===== src/rtl/bcd_ctrl_pkg.sv =====
// Shared types and defaults for the BCD converter arbiter.
// Latency: n/a (types and constants only).
// Backpressure: n/a.
package bcd_ctrl_pkg;

  localparam int DIGITS    = 4;
  localparam int BIN_W_DEF = 12;
  localparam int BCD_W_DEF = DIGITS * 4;

  typedef enum logic [1:0] {
    ST_IDLE    = 2'd0,
    ST_ISSUE   = 2'd1,
    ST_WAIT    = 2'd2,
    ST_DELIVER = 2'd3
  } state_t;

  // Width of a requester index; a single requester still needs one bit.
  function automatic int id_w(input int n);
    return (n > 1) ? $clog2(n) : 1;
  endfunction

endpackage


===== src/rtl/rr_pick.sv =====
// Round-robin picker: first set req bit searching upward from last_grant+1.
// Latency: purely combinational.
// Backpressure: none; any_valid low means nothing to grant.
module rr_pick
  import bcd_ctrl_pkg::*;
#(
  parameter int N_REQ = 4,
  parameter int ID_W  = id_w(N_REQ)
) (
  input  logic [N_REQ-1:0] req,
  input  logic [ID_W-1:0]  last_grant,
  output logic [ID_W-1:0]  grant,
  output logic             any_valid
);

  int              idx;
  logic [ID_W-1:0] cand;

  // Walk offsets from farthest to nearest so the nearest pending requester wins.
  always_comb begin
    grant     = '0;
    any_valid = 1'b0;
    idx       = 0;
    cand      = '0;
    for (int off = N_REQ; off >= 1; off--) begin
      idx  = (int'(last_grant) + off) % N_REQ;
      cand = ID_W'(idx);
      if (req[cand]) begin
        grant     = cand;
        any_valid = 1'b1;
      end
    end
  end

endmodule


===== src/rtl/bcd_conv_arbiter.sv =====
// Shares one binary-to-BCD converter among N_REQ requesters, round robin.
// Latency: conv_en one cycle after req seen in IDLE; done one cycle after conv_rdy.
// Backpressure: requesters hold req until done; later requests wait, no preemption.
module bcd_conv_arbiter
  import bcd_ctrl_pkg::*;
#(
  parameter int N_REQ   = 4,
  parameter int BIN_W   = BIN_W_DEF,
  parameter int BCD_W   = BCD_W_DEF,
  parameter int TIMEOUT = 64,
  localparam int ID_W   = id_w(N_REQ)
) (
  input  logic                   clk,
  input  logic                   rst_n,
  input  logic [N_REQ-1:0]       req,
  input  logic [N_REQ*BIN_W-1:0] req_bin,
  output logic [N_REQ-1:0]       done,
  output logic [BCD_W-1:0]       resp_bcd,
  output logic [ID_W-1:0]        resp_id,
  output logic                   err,
  output logic                   busy,
  output logic [BIN_W-1:0]       conv_bin,
  output logic                   conv_en,
  input  logic [BCD_W-1:0]       conv_bcd,
  input  logic                   conv_rdy
);

  localparam int CNT_W = $clog2(TIMEOUT + 1);

  state_t           state, state_nxt;
  logic [ID_W-1:0]  id_q, last_grant, pick_id;
  logic             pick_vld;
  logic [CNT_W-1:0] cnt;
  logic             rdy_hit, tmo_hit;

  logic [N_REQ-1:0] done_d;
  logic [BCD_W-1:0] resp_bcd_d;
  logic [ID_W-1:0]  resp_id_d;
  logic             err_d, busy_d, conv_en_d;

  rr_pick #(.N_REQ(N_REQ), .ID_W(ID_W)) u_pick (
    .req        (req),
    .last_grant (last_grant),
    .grant      (pick_id),
    .any_valid  (pick_vld)
  );

  // conv_rdy only counts while waiting; the watchdog fires on the last WAIT cycle.
  assign rdy_hit = (state == ST_WAIT) && conv_rdy;
  assign tmo_hit = (state == ST_WAIT) && !conv_rdy && (cnt == CNT_W'(TIMEOUT - 1));

  // State register.
  always_ff @(posedge clk or negedge rst_n) begin
    if (!rst_n) state <= ST_IDLE;
    else        state <= state_nxt;
  end

  // Next-state logic.
  always_comb begin
    state_nxt = state;
    case (state)
      ST_IDLE:    if (pick_vld) state_nxt = ST_ISSUE;
      ST_ISSUE:   state_nxt = ST_WAIT;
      ST_WAIT:    if (rdy_hit || tmo_hit) state_nxt = ST_DELIVER;
      ST_DELIVER: state_nxt = ST_IDLE;
      default:    state_nxt = ST_IDLE;
    endcase
  end

  // Next values of the registered outputs; the response is decided on WAIT exit
  // so it appears in the DELIVER cycle, and is dropped if the requester gave up.
  always_comb begin
    done_d     = '0;
    resp_bcd_d = '0;
    resp_id_d  = '0;
    err_d      = 1'b0;
    conv_en_d  = (state == ST_IDLE) && pick_vld;
    busy_d     = (state_nxt != ST_IDLE);
    if ((rdy_hit || tmo_hit) && req[id_q]) begin
      done_d[id_q] = 1'b1;
      resp_id_d    = id_q;
      resp_bcd_d   = rdy_hit ? conv_bcd : '0;
      err_d        = tmo_hit;
    end
  end

  // Output registers.
  always_ff @(posedge clk or negedge rst_n) begin
    if (!rst_n) begin
      done     <= '0;
      resp_bcd <= '0;
      resp_id  <= '0;
      err      <= 1'b0;
      busy     <= 1'b0;
      conv_en  <= 1'b0;
    end else begin
      done     <= done_d;
      resp_bcd <= resp_bcd_d;
      resp_id  <= resp_id_d;
      err      <= err_d;
      busy     <= busy_d;
      conv_en  <= conv_en_d;
    end
  end

  // Grant capture, operand hold, round-robin pointer and watchdog counter.
  always_ff @(posedge clk or negedge rst_n) begin
    if (!rst_n) begin
      id_q       <= '0;
      conv_bin   <= '0;
      last_grant <= ID_W'(N_REQ - 1);
      cnt        <= '0;
    end else begin
      case (state)
        ST_IDLE: begin
          if (pick_vld) begin
            id_q     <= pick_id;
            conv_bin <= req_bin[int'(pick_id)*BIN_W +: BIN_W];
          end
        end
        ST_ISSUE:   cnt <= '0;
        ST_WAIT:    if (!conv_rdy && !tmo_hit) cnt <= cnt + 1'b1;
        ST_DELIVER: last_grant <= id_q;
        default:    cnt <= '0;
      endcase
    end
  end

endmodule


===== config.mk =====
export PLATFORM = sky130hd
export DESIGN_NAME = bcd_conv_arbiter
export DESIGN_NICKNAME = d
export VERILOG_FILES = /design/src/rtl/bcd_ctrl_pkg.sv /design/src/rtl/rr_pick.sv /design/src/rtl/bcd_conv_arbiter.sv
export SDC_FILE = /design/constraint.sdc
export NUM_CORES = 1
export LEC_CHECK = 0
export BUFFER_PORTS_ARGS = -buffer_cell sky130_fd_sc_hd__buf_2
export CAP_MARGIN = 40
export CORE_ASPECT_RATIO = 1.4
export CORE_UTILIZATION = 47
export CTS_CLUSTER_DIAMETER = 40
export DETAILED_ROUTE_END_ITERATION = 12
export PLACE_DENSITY = 0.89
export SKIP_CTS_REPAIR_TIMING = 1
export SYNTH_ARGS = -nofsm -noshare
export SYNTH_HDL_FRONTEND = slang
export SYNTH_HIERARCHICAL = 1
export SYNTH_SLANG_ARGS = --single-unit

===== constraint.sdc =====
create_clock -name clk -period 2.75 [get_ports clk]
set_clock_uncertainty 0.2 [all_clocks]
set_input_delay 0 -clock clk [delete_from_list [all_inputs] [get_ports clk]]
set_output_delay 0 -clock clk [all_outputs]
set_load 0.02 [all_outputs]

==> flow_summary.toml <==
[cts]
h-tree-depth = 2
cts_sinks = 50
clk_pin_slew_ns = 0.09
cts_buffers = 5
clock_latency_ns = 0.31
cts_tree = "done"
cts-root-buf = "clkbuf_8"
cts_buffer_depth = 2

[layout]
area_delta_synth_final_pct = 55.6
drive_gt1_share_pct = 44.3
utilization_pct = 77.9
nNetsFinal = 436
n_antenna_cell = 0

[power_and_ir_drop]
p_leak_nw = 1.98
vdd_ir_drop_max_uv = 533
power.total_mw = 3.22
cellPowerDensity_nw_per_um2 = 834

[place]
place.gp.congestion = 0.803
port_buffers = 107
dp_hpwl_um = 4350

[worst_hold_path]
hp-class = "in -> async"

[timing]
tns_ns = 0
max_freq_mhz = 399
post-route-min-period_ns = 2.51
fin_crit_sh_pct = 91.2
maxSlewViolCount = 0
final-setup-viol-count = 0
hold_viol = 0
slew_headroom_pct = 54.5
rsz0062_at_grt = "no"
tightestPinTransition_ns = 0.680

[run]
drv_cap = 0

[yosys]
yosys_warnings = 6
synthTopCellsByCount = "dfrtp_1, mux2_2, mux4_2, nand2_1"
avgSynthCellArea_um2 = 13.6
ys_seq_elements = 50
syn-num-nets = 260
synth_ff_type = "dfrtp_1"
async_flop_share_pct = 100
ys_seq_area_share_pct = 50.5
yosysMostFrequentCell = "dfrtp_1"
syn_inst = 183
synth_edf_count = 0
yosysTopAreaCell = "dfrtp_1"
synthTopCellsByArea = "dfrtp_1, mux4_2, mux2_2"
syn_area_um2 = 2480
yosysUniqueCellTypes = 42
synth_top_area_share_pct = 48.4

[floorplan]
num_rows = 30
coreArea_um2 = 4950
die-area_um2 = 5580
ioPinCount = 108
die_x_um = 63.4
start_util_pct = 50.1
die_h_um = 88.0

[route]
first_pass_iters = 4
post_drt_wl_per_cell_um = 21.8
postRouteAntennaNets = 0
drc = 0
wirelength_um = 9200
first_iter_violations = 233
dr_total_vias = 2441
vias_per_cell = 5.77

[global_routing]
grt-ovfl-total = 0
antenna_found_initial = 0
grt.total_usage_pct = 20.3
grt_pass1_vias = 1916
grt_max_degree = 39
grt_pass1_wl_um = 8670

[setup_path]
start_kind = "flip-flop"
path_class = "reg -> reg"
timing.critical_path.required_ns = 2.74
end_kind = "flip-flop"
cp.arrival_ns = 2.50
rrSetupSlack_ns = 0.24
crit_fanout = 13

[run_status]
status = "finished clean"
[cells by family (layout without fill, tap and decap cells)]
family          Yosys count  after routing  synth area share, %
simple gates             59             59                 15.9
buf+inv                  14            190                 3.08
fa+ha+maj                 6              6                 3.03
mux                      32             32                 20.3
compound gates           22             22                 7.16
flops                    50             50                 50.5
[where the power goes]
part           switching [mW]  total [mW]  internal, mW
Clock                   0.250       0.542         0.291
Combinational           0.807        1.52         0.718
Sequential              0.192        1.15         0.963
[per-stage QoR]
step,hold WS (ns),std cells,worst slack (ns),cell area (um2)
floorplan,-0.496,183,0.451,2480
global placement,0.0428,348,0.424,3060
detailed placement,-0.285,349,0.369,3080
CTS,-0.613,356,0.349,3190
global route,0.0372,423,0.164,3860
finish,0.0207,423,0.241,3860
[worst paths after layout]
kind | startpoint | end | depth (start not counted)
setup reg to reg | last_grant[1] | conv_bin[2] | 6
min in group clk | req[0] | done[0] | 4
hold reg to reg | conv_bin[1] | conv_bin[1] | 1
hold / removal | rst_n | last_grant[0] | 2
max in group asynchronous | rst_n | state[1] | 3
setup / recovery | last_grant[1] | conv_bin[2] | 6
[cells in the final DEF (no fill, tap or decap), types with 3 or more instances in the layout]
master         synthesis  routed
nand2b_1               5       5
and2_1                 3       3
nand3_1                3       3
and3b_1                8       8
and3b_2                8       8
nor3b_1                4       4
nor2_1                 4       4
nand2_1                9       9
mux4_2                11      11
dfrtp_1               48      48
nor3_1                 4       4
dlygate4sd3_1          0      67
a211oi_1               3       3
inv_1                  6       6
nand4_1                3       3
mux2_2                16      16
buf_2                  1     107
ha_1                   6       6
clkbuf_8               0       6
nor2b_1                3       3
a21oi_1                5       5
[final cells by class]
type / count / area [um2]
inverters: 6 / 22.5
well taps: 64 / 80.1
flip-flops and latches: 50 / 1250
fillers: 297 / 1090
clock inverters: 1 / 30.0
repair buffers: 177 / 1240
multi-input cells: 119 / 1150
clock buffers: 6 / 82.6
[layer usage]
metal  vias to the layer above  part of all wire, %  track usage [%]
li1                       1032                    -                -
met2                       173                   55             35.8
met4                         0                  9.4             10.1
met1                      1170                   30             23.5
met5                         -                    0                0
met3                        66                  5.9             4.04
[critical path, cell delays in order (launching register included)]
cell	delay, ns
dfstp_2	0.61
nand2b_1	0.16
a21oi_2	0.08
o221ai_2	0.17
buf_4	0.30
mux4_2	0.57
mux2_2	0.30
[flip-flops by register name (all words and copies together), names as in the netlist]
register    cells
cnt             7
resp_id         2
err             1
resp_bcd       16
conv_bin       12
busy            1
last_grant      2
id_q            2
done            4
state           2
conv_en         1
Note: power is estimated with default switching activity, not from simulation.
